File: config.mk
export PLATFORM = sky130hd
export DESIGN_NAME = seg7_capture
export DESIGN_NICKNAME = d
export VERILOG_FILES = /design/src/rtl/seg7_capture.sv
export SDC_FILE = /design/constraint.sdc
export NUM_CORES = 1
export LEC_CHECK = 0
export CORE_MARGIN = 2
export CORE_UTILIZATION = 30
export DETAILED_ROUTE_END_ITERATION = 16
export GPL_TIMING_DRIVEN = 1
export PLACE_DENSITY = 0.49
export SKIP_LAST_GASP = 1
export SLEW_MARGIN = 20
export SYNTH_ARGS = -nofsm -noshare
export SYNTH_HDL_FRONTEND = slang
export SYNTH_SLANG_ARGS = --single-unit
File: constraint.sdc
create_clock -name clock -period 11.2 [get_ports clock]
set_input_delay 1.12 -clock clock [delete_from_list [all_inputs] [get_ports clock]]
set_output_delay 1.12 -clock clock [all_outputs]
set_load 0.01 [all_outputs]
File: src/rtl/seg7_capture.sv
// ============================================================================
// Module   : seg7_capture
// Purpose  : Reader for a multiplexed, active-low 7-segment bus. Samples the
//            segment lines {a..g} and a one-hot digit strobe, waits until a
//            pattern has been stable for STABLE_CYCLES samples, decodes it back
//            to a 4-bit code (0..9, 10 = dash, 11 = blank) and stores it in a
//            per-digit register file.
// Ports    : clock, reset (sync, active-high)
//            a..g        in  active-low segment lines, pat = {a,b,c,d,e,f,g}
//            digit_en    in  one-hot digit select (NUM_DIGITS bits)
//            numeros     out decoded codes, digit i at [4i+3:4i]
//            digit_valid out digit i written since reset
//            upd/upd_idx out one-cycle write pulse and the digit written
//            bad_pat     out one-cycle pulse: stable pattern with no decode
//            multi_en    out one-cycle pulse: >1 digit_en bit was sampled
// Options  : SEG7_CAP_CHANGE_ONLY_EN - when defined, an accept that rewrites
//            an already valid digit with the same code does not pulse upd.
// Revision : 1.0 - initial release
// ============================================================================
`default_nettype none

module seg7_capture #(
  parameter int NUM_DIGITS    = 4,
  parameter int IDX_W         = 2,
  parameter int STABLE_CYCLES = 3,
  parameter int CNT_W         = 8
) (
  input  logic                    clock,
  input  logic                    reset,
  input  logic                    a,
  input  logic                    b,
  input  logic                    c,
  input  logic                    d,
  input  logic                    e,
  input  logic                    f,
  input  logic                    g,
  input  logic [NUM_DIGITS-1:0]   digit_en,
  output logic [4*NUM_DIGITS-1:0] numeros,
  output logic [NUM_DIGITS-1:0]   digit_valid,
  output logic                    upd,
  output logic [IDX_W-1:0]        upd_idx,
  output logic                    bad_pat,
  output logic                    multi_en
);

  typedef enum logic [1:0] {
    IDLE   = 2'd0,
    TRACK  = 2'd1,
    LOCKED = 2'd2
  } state_t;

  localparam logic [CNT_W-1:0] STABLE_C = CNT_W'(STABLE_CYCLES);

  // Returns {legal, code}; legal=0 for any pattern outside the table.
  function automatic logic [4:0] decode(input logic [6:0] p);
    logic [4:0] r;
    case (p)
      7'b0000001: r = {1'b1, 4'd0};
      7'b1001111: r = {1'b1, 4'd1};
      7'b0010010: r = {1'b1, 4'd2};
      7'b0000110: r = {1'b1, 4'd3};
      7'b1001100: r = {1'b1, 4'd4};
      7'b0100100: r = {1'b1, 4'd5};
      7'b0100000: r = {1'b1, 4'd6};
      7'b0001101: r = {1'b1, 4'd7};
      7'b0000000: r = {1'b1, 4'd8};
      7'b0000100: r = {1'b1, 4'd9};
      7'b1111110: r = {1'b1, 4'd10};
      7'b1111111: r = {1'b1, 4'd11};
      default:    r = 5'b0_0000;
    endcase
    return r;
  endfunction

  state_t                  state_q, state_d;
  logic [6:0]              s_pat_q, s_pat_d;
  logic [NUM_DIGITS-1:0]   s_en_q, s_en_d;
  logic [6:0]              cur_pat_q, cur_pat_d;
  logic [IDX_W-1:0]        cur_idx_q, cur_idx_d;
  logic [CNT_W-1:0]        cnt_q, cnt_d;
  logic [4*NUM_DIGITS-1:0] numeros_q, numeros_d;
  logic [NUM_DIGITS-1:0]   digit_valid_q, digit_valid_d;
  logic                    upd_q, upd_d;
  logic [IDX_W-1:0]        upd_idx_q, upd_idx_d;
  logic                    bad_pat_q, bad_pat_d;
  logic                    multi_en_q, multi_en_d;

  logic                    en_onehot;
  logic [IDX_W-1:0]        en_idx;
  logic                    do_check;
  logic [4:0]              dec;

  always_comb begin
    s_pat_d       = {a, b, c, d, e, f, g};
    s_en_d        = digit_en;
    state_d       = state_q;
    cur_pat_d     = cur_pat_q;
    cur_idx_d     = cur_idx_q;
    cnt_d         = cnt_q;
    numeros_d     = numeros_q;
    digit_valid_d = digit_valid_q;
    upd_d         = 1'b0;
    upd_idx_d     = upd_idx_q;
    bad_pat_d     = 1'b0;
    multi_en_d    = ($countones(s_en_q) >= 2);
    do_check      = 1'b0;
    dec           = 5'b0_0000;

    en_onehot = $onehot(s_en_q);
    en_idx    = '0;
    for (int i = 0; i < NUM_DIGITS; i++) begin
      if (s_en_q[i]) en_idx = IDX_W'(i);
    end

    case (state_q)
      IDLE: begin
        if (en_onehot) begin
          state_d   = TRACK;
          cur_pat_d = s_pat_q;
          cur_idx_d = en_idx;
          cnt_d     = CNT_W'(1);
          do_check  = 1'b1;
        end
      end
      TRACK: begin
        if (!en_onehot) begin
          state_d = IDLE;
          cnt_d   = '0;
        end else if ((s_pat_q != cur_pat_q) || (en_idx != cur_idx_q)) begin
          // pattern and/or digit change restart the count as one event
          cur_pat_d = s_pat_q;
          cur_idx_d = en_idx;
          cnt_d     = CNT_W'(1);
          do_check  = 1'b1;
        end else begin
          cnt_d    = cnt_q + CNT_W'(1);
          do_check = 1'b1;
        end
      end
      LOCKED: begin
        // counter is frozen here so a long hold can never wrap and re-accept
        if (en_onehot && (s_pat_q == cur_pat_q) && (en_idx == cur_idx_q)) begin
          state_d = LOCKED;
        end else if (en_onehot) begin
          state_d   = TRACK;
          cur_pat_d = s_pat_q;
          cur_idx_d = en_idx;
          cnt_d     = CNT_W'(1);
          do_check  = 1'b1;
        end else begin
          state_d = IDLE;
          cnt_d   = '0;
        end
      end
      default: begin
        state_d = IDLE;
        cnt_d   = '0;
      end
    endcase

    // Accept on the same edge the count reaches the threshold, which also
    // covers STABLE_CYCLES=1 accepting directly on TRACK entry.
    if (do_check && (cnt_d == STABLE_C)) begin
      state_d = LOCKED;
      dec     = decode(cur_pat_d);
      if (dec[4]) begin
`ifdef SEG7_CAP_CHANGE_ONLY_EN
        upd_d = !(digit_valid_q[cur_idx_d] &&
                  (numeros_q[{cur_idx_d, 2'b00} +: 4] == dec[3:0]));
`else
        upd_d = 1'b1;
`endif
        numeros_d[{cur_idx_d, 2'b00} +: 4] = dec[3:0];
        digit_valid_d[cur_idx_d]            = 1'b1;
        upd_idx_d                           = cur_idx_d;
      end else begin
        bad_pat_d = 1'b1;
      end
    end
  end

  always_ff @(posedge clock) begin
    if (reset) begin
      state_q       <= IDLE;
      s_pat_q       <= '0;
      s_en_q        <= '0;
      cur_pat_q     <= '0;
      cur_idx_q     <= '0;
      cnt_q         <= '0;
      numeros_q     <= '0;
      digit_valid_q <= '0;
      upd_q         <= 1'b0;
      upd_idx_q     <= '0;
      bad_pat_q     <= 1'b0;
      multi_en_q    <= 1'b0;
    end else begin
      state_q       <= state_d;
      s_pat_q       <= s_pat_d;
      s_en_q        <= s_en_d;
      cur_pat_q     <= cur_pat_d;
      cur_idx_q     <= cur_idx_d;
      cnt_q         <= cnt_d;
      numeros_q     <= numeros_d;
      digit_valid_q <= digit_valid_d;
      upd_q         <= upd_d;
      upd_idx_q     <= upd_idx_d;
      bad_pat_q     <= bad_pat_d;
      multi_en_q    <= multi_en_d;
    end
  end

  assign numeros     = numeros_q;
  assign digit_valid = digit_valid_q;
  assign upd         = upd_q;
  assign upd_idx     = upd_idx_q;
  assign bad_pat     = bad_pat_q;
  assign multi_en    = multi_en_q;

endmodule

`default_nettype wire
---- Word-level counts from Yosys, hierarchy flattened ----
Cells that the tools add are included.
operators by class
  add/sub/neg operators ................... 8
  $lt $le $gt $ge ......................... 3
  equal/unequal tests ..................... 23
  shift-type cells ........................ 2
  muxes and demuxes ....................... 35
  bitwise operators ....................... 2
  reductions and logical operators ........ 13
operators by type and width
  cell                      count
  $pmux W5 S12              1
  $mux W8                   4
  $eq A7 B7 Y1 const B      4
  $mux W7                   4
  $pmux W8 S3               1
  $pmux W7 S3               1
  $mux W2                   10
  $bwmux W16                1
  $shift A4 B6 Y16 const A  1
  $shiftx A4 B6 Y16         1
  $eq A7 B3 Y1 const B      2
  $eq A7 B6 Y1 const B      2
  $pmux W2 S3               2
  $add A1 B1 Y2             4
  $add A8 B1 Y8 const B     1
  $eq A8 B2 Y1 const B      1
  $mux W1                   8
  $eq A7 B1 Y1 const B      1
  $eq A7 B4 Y1 const B      1
  $eq A7 B5 Y1 const B      1
  $eq A7 B7 Y1              1
  $logic_not A7 Y1          1
  $ne A7 B7 Y1              1
  $add A2 B2 Y3             2
  other kinds (21)          30
word-level totals
  register bits ........................... 55
  input bits .............................. 13
  output and inout port bits .............. 25
  word-level logic and storage cells ...... 99

---- Longest topological paths before layout ----
Gate-level depths: netlist of the first run.
  word-level depth ........................ 13
  gate-level depth with buffers ........... 19

---- Least setup slack after synthesis of the first run ----
OpenSTA, ideal clock, no wires.
  path type ............................... reg2reg
  start ................................... register s_en_q[3]
  end ..................................... register upd_idx_q[0] (netlist: upd_idx[0])
  arrival ................................. 3.898 ns
  required time ........................... 11.079 ns
  setup slack ............................. 7.181 ns
  stages on the path, launching flop included .. 18
  buffers on the path ..................... 0
  clock period less this slack ............ 4.019 ns
  cells stage by stage .................... dfxtp_1 -> inv_1 -> fa_1 -> inv_1 -> ha_1 -> inv_1 -> ha_1 -> nor3b_2 -> nand3_1 -> a2111oi_4 -> nand3_1 -> o22ai_1 -> nand3_1 -> or3_1 -> nor4_4 -> o211a_1 -> a21oi_4 -> mux2_4
on the way
  longest elaborated chain between the ends .. 11
  elaborated cells on any way between the ends .. 45
  classes of those cells .................. 2 x add/sub; 15 x eq/ne; 22 x mux; 6 x reduce/logical
ends and longest elaborated chain
  element                                     line  text
  from (decl)                                 77    logic [NUM_DIGITS-1:0] s_en_q, s_en_d;
  from (signal assigned)                      199   s_en_q <= s_en_d;
  $add A1 B1 Y2 (not written as such)         109   en_onehot = $onehot(s_en_q);
  $add A2 B2 Y3 (not written as such)         109
  $eq A3 B1 Y1                                109
  $logic_and A1 B1 Y1 (2 in a row)            142   if (en_onehot && (s_pat_q == cur_pat_q) && (en_idx == cur_idx_q)) begin
  $mux W7                                     142
  $pmux W7 S3                                 115   case (state_q)
  $eq A7 B7 Y1, or another cell as far along  57    case (p)
  $pmux W5 S12                                57
  $mux W5                                     163   if (do_check && (cnt_d == STABLE_C)) begin
  $reduce_and A2 Y1 (no line)                 n/a
  to (signal assigned)                        206   upd_idx_q <= upd_idx_d;
  to (decl)                                   84    logic [IDX_W-1:0] upd_idx_q, upd_idx_d;
Parallel ways exist; a longest one is shown, timed or not. The select of a mux whose other input is x is not followed.
A chain may end at the register's enable or synchronous reset.

---- Final worst setup path of the first run ----
Ends and elaborated chain as after synthesis.

==> results of run 1 <==
-- routing by layer --
| layer | global-route usage (%) | wire length (µm) | vias to the layer above |
|---|---|---|---|
| li1 | - | - | 1296 |
| met3 | 3.15 | 291 | 10 |
| met4 | 3.67 | 114 | 0 |
| met5 | 0 | 0 | - |
| met1 | 19.1 | 3680 | 1189 |
| met2 | 23.6 | 3540 | 51 |
-- synthesized netlist by cell type (all sizes together), types with 2 or more instances --
library cell	count	share of area [%]
nor2b	17	3.4
a2111oi	2	1.2
inv	14	1.7
nand2	27	3.5
nand4b	4	1.1
o21ai	9	1.6
and4	2	0.57
nor3	9	1.8
buf	2	0.53
mux2	3	1.3
a21oi	17	3.4
mux2i	9	5.1
nor3b	4	1.1
xnor2	11	3.1
and3	7	1.6
dfxtp	55	36
clkbuf	10	1.2
and2	3	0.61
a311oi	2	0.57
or3	6	1.5
o211a	2	0.65
nor4	2	1.1
o22ai	16	3.2
nand2b	20	4.0
ha	11	4.5
nand4	3	0.61
o211ai	3	0.73
a31oi	5	1.0
nand3	18	2.9
nor2	33	4.0
xor2	3	0.85
o31ai	2	0.49
-- sequential cells by signal, indices dropped and copies added (netlist names) --
| signal | cells |
|---|---|
| bad_pat | 1 |
| cnt_q | 8 |
| cur_idx_q | 2 |
| cur_pat_q | 7 |
| digit_valid | 4 |
| multi_en | 1 |
| numeros | 16 |
| s_en_q | 4 |
| s_pat_q | 7 |
| state_q | 2 |
| upd | 1 |
| upd_idx | 2 |
-- worst max-delay path: cells and delay by family, from the launching register on --
family                   cells  cell delay [ns]
multiplexers                 1             0.31
adder cells (fa/ha/maj)      3             0.91
AO/OA/AOI/OAI                4             1.00
buffers and inverters        3             0.19
AND/OR/NAND/NOR              6             1.77
flip-flops                   1             0.43
-- report_power, final --
part           switching [mW]  internal, mW
sequential            0.00834         0.202
clock                  0.0769        0.0474
combinational          0.0692        0.0455
total                   0.154         0.295
-- cell usage in the layout, fill, tap and decap left out, drive strengths merged, types with 2 or more instances in the layout --
master,Yosys,layout
a2111oi,2,2
a21oi,17,17
a311oi,2,2
a31oi,5,5
and2,3,3
and3,7,7
and4,2,2
clkbuf,10,5
clkdlybuf4s50,0,36
clkinv,0,2
dfxtp,55,55
ha,11,11
inv,14,15
mux2,3,3
mux2i,9,9
nand2,27,27
nand2b,20,20
nand3,18,18
nand4,3,3
nand4b,4,4
nor2,33,33
nor2b,17,17
nor3,9,9
nor3b,4,4
nor4,2,2
o211a,2,2
o211ai,3,3
o21ai,9,9
o22ai,16,16
o31ai,2,2
or3,6,6
xnor2,11,11
xor2,3,3
-- metrics by stage --
| step | worst slack (ns) | util, % | area (µm²) | power [mW] |
|---|---|---|---|---|
| floorplan | 7.18 | - | 3090 | 0.304 |
| finish | 6.51 | 36.3 | 3680 | 0.450 |
| global placement | 6.51 | 35.2 | 3570 | 0.331 |
| global route | 6.11 | 36.3 | 3680 | 0.476 |
| CTS | 6.50 | 36.2 | 3670 | 0.456 |
| detailed placement | 6.51 | 35.2 | 3570 | 0.330 |
-- layout make-up --
type / instances / area [µm²] / area share [%]
multi-input combinational: 265 / 1880 / 51.3
sequential: 55 / 1100 / 30.0
timing repair buffer: 37 / 365 / 9.94
tap: 136 / 170 / 4.63
clock buffer: 5 / 68.8 / 1.87
inverter: 14 / 52.6 / 1.43
clock inverter: 3 / 33.8 / 0.919
-- cell families (layout without fill, tap and decap cells) --
| logic type | Yosys count | after routing | share of synthesized area (%) |
|---|---|---|---|
| flops | 55 | 55 | 35.6 |
| fa+ha+maj | 12 | 12 | 5.10 |
| simple gates | 159 | 159 | 29.3 |
| buf+inv | 26 | 59 | 3.44 |
| xor+xnor | 14 | 14 | 3.97 |
| compound gates | 68 | 68 | 16.2 |
| mux | 12 | 12 | 6.40 |
-- how the worst min path moves through the flow --
stage	startpoint	end	slack, ns	cells after the start
floorplan	digit_valid[0]$_SDFFE_PP0P_	digit_valid[0]$_SDFFE_PP0P_	0.48	2
global placement	digit_valid[1]$_SDFFE_PP0P_	digit_valid[1]$_SDFFE_PP0P_	0.46	2
detailed placement	digit_valid[1]$_SDFFE_PP0P_	digit_valid[1]$_SDFFE_PP0P_	0.46	2
CTS	digit_valid[1]$_SDFFE_PP0P_	digit_valid[1]$_SDFFE_PP0P_	0.49	2
global route	digit_valid[3]$_SDFFE_PP0P_	digit_valid[3]$_SDFFE_PP0P_	0.51	2
finish	digit_valid[1]$_SDFFE_PP0P_	digit_valid[1]$_SDFFE_PP0P_	0.48	2
==> flow_metrics.tcl, run 1 <==
set metrics [dict create \
    maxClockFrequency_mhz 213 \
    htree_num_levels 2 \
    placed_cells 507 \
    layout.cells.non_filler 515 \
    fin_skew_ns 0.0242 \
    yosys_register_bits 55 \
    clockBufferDepth 2 \
    drive_gt1_share_pct 9.23 \
    port_buffers 37 \
    cp_max_fo 8 \
    max_stage_delay_ns 0.52 \
    status "finished clean" \
    drt_iter0_markers 100 \
    r2r_cells 17 \
    cts_resized 0 \
    nets 403 \
    cp_cell_sequence "inv_1 > fa_1 > inv_1 > ha_1 > inv_1 > ha_1 > nor3b_2 > nand3_1 > a2111oi_4 > nand3_1 > o22ai_1 > nand3_1 > or3_1 > nor4_4 > o211a_1 > a21oi_4 > mux2_4" \
    dieWidth_um 105 \
    routed_via_density 4.94 \
    areaGrowthSynthToFinish_pct 18.9 \
    die_y_um 105 \
    start_util_pct 30.5 \
    synth.net_count 371 \
    cpMaxStageDelayCell "nor3b_2" \
    cts_root_buf "clkbuf_8" \
    synth.cell_area_um2 3090 \
    crit_start "s_en_q[3]$_SDFF_PP0_" \
    synth_cell_types 62 \
    core_um2 10100 \
    grt_usage_pct 14.4 \
    antenna_found_initial 0 \
    slew_violations 0 \
    p_leak_nw 1.30 \
    r2r-end "upd_idx[0]$_SDFFE_PP0P_" \
    syn_avg_cell_area_um2 8.93 \
    fin_crit_ns 4.69 \
    vias 2546 \
    synth-edff-count 0 \
    yosysWarnings 0 \
    fin_setup_tns_ns 0 \
    drc 0 \
    clock_latency_ns 0.33 \
    ant_nets 0 \
    clkSlewWorstSetupHoldPaths_ns 0.13 \
    endpoint "upd_idx[0]$_SDFFE_PP0P_" \
    ys.flop_type "dfxtp_1" \
    whs_ns 0.484 \
    rrSetupSlack_ns 6.51 \
    peakVddDrop_uv 53.2 \
    yosysSeqAreaShare_pct 35.6 \
    min_path_type "reg2reg" \
    power_density_nw_per_um2 122 \
    gr-total-overflow 0 \
    tritoncts "done" \
    required_ns 11.43 \
    reg2reg_from "s_en_q[3]$_SDFF_PP0_" \
    dieArea_um2 11100 \
    finalHoldViolCount 0 \
    pin_count 38 \
    totalWireLength_mm 7.62 \
    startpoint_type "register" \
    worstSetupPathType "reg2reg" \
    hpwl_mm 5.53 \
    cts_setup_buffers 0 \
    tightest_slew_ns 0.897 \
    end_kind "register" \
    numCtsBuffers 5 \
    grt_max_degree 55 \
    cap_violations 0 \
    avgRoutedWirePerCell_um 14.8 \
    setup_viol 0 \
    grt_pass1_wl_mm 13.0 \
    dr.pass1.iters 4 \
    fill_cells 1065 \
    grt_pass1_vias 2594 \
    rsz0062_at_grt "false" \
    async_reset_ff_share_pct 0 \
    critPathArrivalTime_ns 4.93 \
    num_rows 37 \
    netlist_instances 346 \
    fin_crit_sh_pct 41.9 \
    place_congestion 0.793 \
    cts.sink_count 55 \
    hold_buffers 0 \
    slew_headroom_pct 40.2 \
    diodes 0 \
]
No activity file was read; power rests on OpenSTA's default activity.
==> run 2, diff against run 1 <==
Clock period 11.2 ns to 4.75 ns, I/O delays scaled along.
==> run 2 against run 1 <==
Against the previous run:
- die area unchanged
- critical path depth increased by 1
- maximum frequency increased by 10%
- via count increased by 2.0%
- sequential power increased by 140%
- final area increased by 2.0%
- clock-buffer cell count unchanged
- clock skew decreased by 0.011 ns
- first-iteration DRC count increased by 9.0%
- register-to-register slack got worse by 6.0 ns
- largest cell class unchanged
==> flow_metrics.tcl, run 2 (same netlist as run 1, synthesis figures left out) <==
set metrics [dict create \
    status "finished clean" \
    layout_commonest_cell "dfxtp_1" \
    maxClockFrequency_mhz 235 \
    grt_pass1_vias 2583 \
    placed_cell_area_um2 3610 \
    antenna_found_initial 0 \
    vias 2597 \
    drive_gt1_share_pct 10.9 \
    fill_cells 1042 \
    die_y_um 105 \
    cts_root_buf "clkbuf_8" \
    clock_latency_ns 0.31 \
    startpoint_type "register" \
    slew_headroom_pct 53.2 \
    dr.pass1.iters 4 \
    slew_violations 0 \
    grt_usage_pct 14.5 \
    htree_num_levels 2 \
    drc 0 \
    totalWireLength_mm 7.61 \
    start_util_pct 30.5 \
    dieWidth_um 105 \
    largest_register_ffs 16 \
    place_ws_ns 0.330 \
    final_cell_mix "dfxtp_1, clkdlybuf4s50_1, nor2_1" \
    hpwl_mm 5.61 \
    nets 410 \
    seqCellArea_um2 1100 \
    power_density_nw_per_um2 296 \
    required_ns 4.97 \
    routed_via_density 4.98 \
    finalHoldViolCount 0 \
    peakVddDrop_uv 140 \
    cts.sink_count 55 \
    end_kind "register" \
    ant_nets 0 \
    dieArea_um2 11100 \
    clockBufferDepth 2 \
    rsz0062_at_grt "false" \
    path_buf_inv 4 \
    fin_crit_ns 4.26 \
    multiInputGateArea_um2 1890 \
    tritoncts "done" \
    place_congestion 0.776 \
    clkSlewWorstSetupHoldPaths_ns 0.11 \
    cpMaxStageDelayCell "fa_1" \
    grt_max_degree 55 \
    numCtsBuffers 5 \
    port_buffers 37 \
    design_area_um2 3750 \
    grt_pass1_wl_mm 13.2 \
    pin_count 38 \
    setup_viol 0 \
    worstSetupPathType "reg2reg" \
    fin_setup_tns_ns 0 \
    gr-total-overflow 0 \
    num_rows 37 \
    hold_buffers 0 \
    tightest_slew_ns 0.694 \
    fin_skew_ns 0.0127 \
    max_stage_delay_ns 0.48 \
    fin_crit_sh_pct 89.8 \
    cap_violations 0 \
    areaGrowthSynthToFinish_pct 21.3 \
    min_path_type "reg2reg" \
    diodes 0 \
    cp_cell_sequence "inv_1 > fa_1 > inv_1 > ha_1 > inv_1 > ha_1 > nor3b_2 > nand3_1 > a2111oi_4 > buf_4 > nand3_1 > o22ai_1 > nand3_1 > or3_1 > nor4_4 > o211a_1 > a21oi_4 > mux2_4" \
    cp_max_fo 7 \
    p_leak_nw 1.34 \
    drt_iter0_markers 109 \
    critPathTopFamily "simple AND/OR/NAND/NOR gates" \
    core_um2 10100 \
    avgRoutedWirePerCell_um 14.6 \
    timing.final.ws_setup_ns 0.487 \
    critPathArrivalTime_ns 4.48 \
]
-- run 2: cell count changes in the layout (fill, tap and decap cells not counted) --
cell       change
a2111oi_1      -1
bufinv_16      +1
mux2i_2        -1
buf_4          +7
mux2i_4        +1
a2111oi_0      +1
clkinv_8       -1
-- run 2: worst min-delay path: cells and delay by family (launching register included) --
family,cells,cell delay (ns)
flops,1,0.32
compound gates,1,0.07
buf+inv,1,0.05
-- run 2: metrics by stage --
step / std cells / util, % / hold WS (ns) / power, mW
global route: 522 / 37.0 / 0.505 / 1.18
CTS: 520 / 36.8 / 0.477 / 1.12
floorplan: 346 / - / 0.484 / 0.716
global placement: 512 / 35.6 / 0.463 / 0.791
detailed placement: 512 / 35.6 / 0.459 / 0.790
finish: 522 / 37.0 / 0.474 / 1.11
-- run 2: repair_timing --
action / CTS / global route
setup endpoints to repair: 0 / 4
setup buffers: 0 / 2
resized for setup: 0 / 1
-- run 2: layout make-up --
class,instances,share of cell area (%)
clock buffer,5,1.84
clock inverter,3,1.27
inverter,14,1.40
multi-input combinational,265,50.5
sequential,55,29.4
tap,136,4.54
timing repair buffer,44,11.1
-- run 2: worst paths after layout --
check | end | startpoint | slack [ns] | depth (start not counted)
setup / recovery | upd_idx[0]$_SDFFE_PP0P_ | s_en_q[3]$_SDFF_PP0_ | 0.49 | 18
setup reg to reg | upd_idx[0]$_SDFFE_PP0P_ | s_en_q[3]$_SDFF_PP0_ | 0.49 | 18
hold / removal | digit_valid[1]$_SDFFE_PP0P_ | digit_valid[1]$_SDFFE_PP0P_ | 0.47 | 2
hold reg to reg | digit_valid[1]$_SDFFE_PP0P_ | digit_valid[1]$_SDFFE_PP0P_ | 0.47 | 2
-- run 2: where the power goes --
part	internal [mW]	switching, mW
Clock	0.160	0.170
Combinational	0.116	0.168
Sequential	0.477	0.0201
Total	0.753	0.357
-- run 2: metal layers --
metal	global-route usage, %	vias up	routed length [µm]
met5	0	-	0
met2	24.1	49	3610
li1	-	1313	-
met4	4.04	0	74
met3	3.22	6	257
met1	19.0	1229	3660
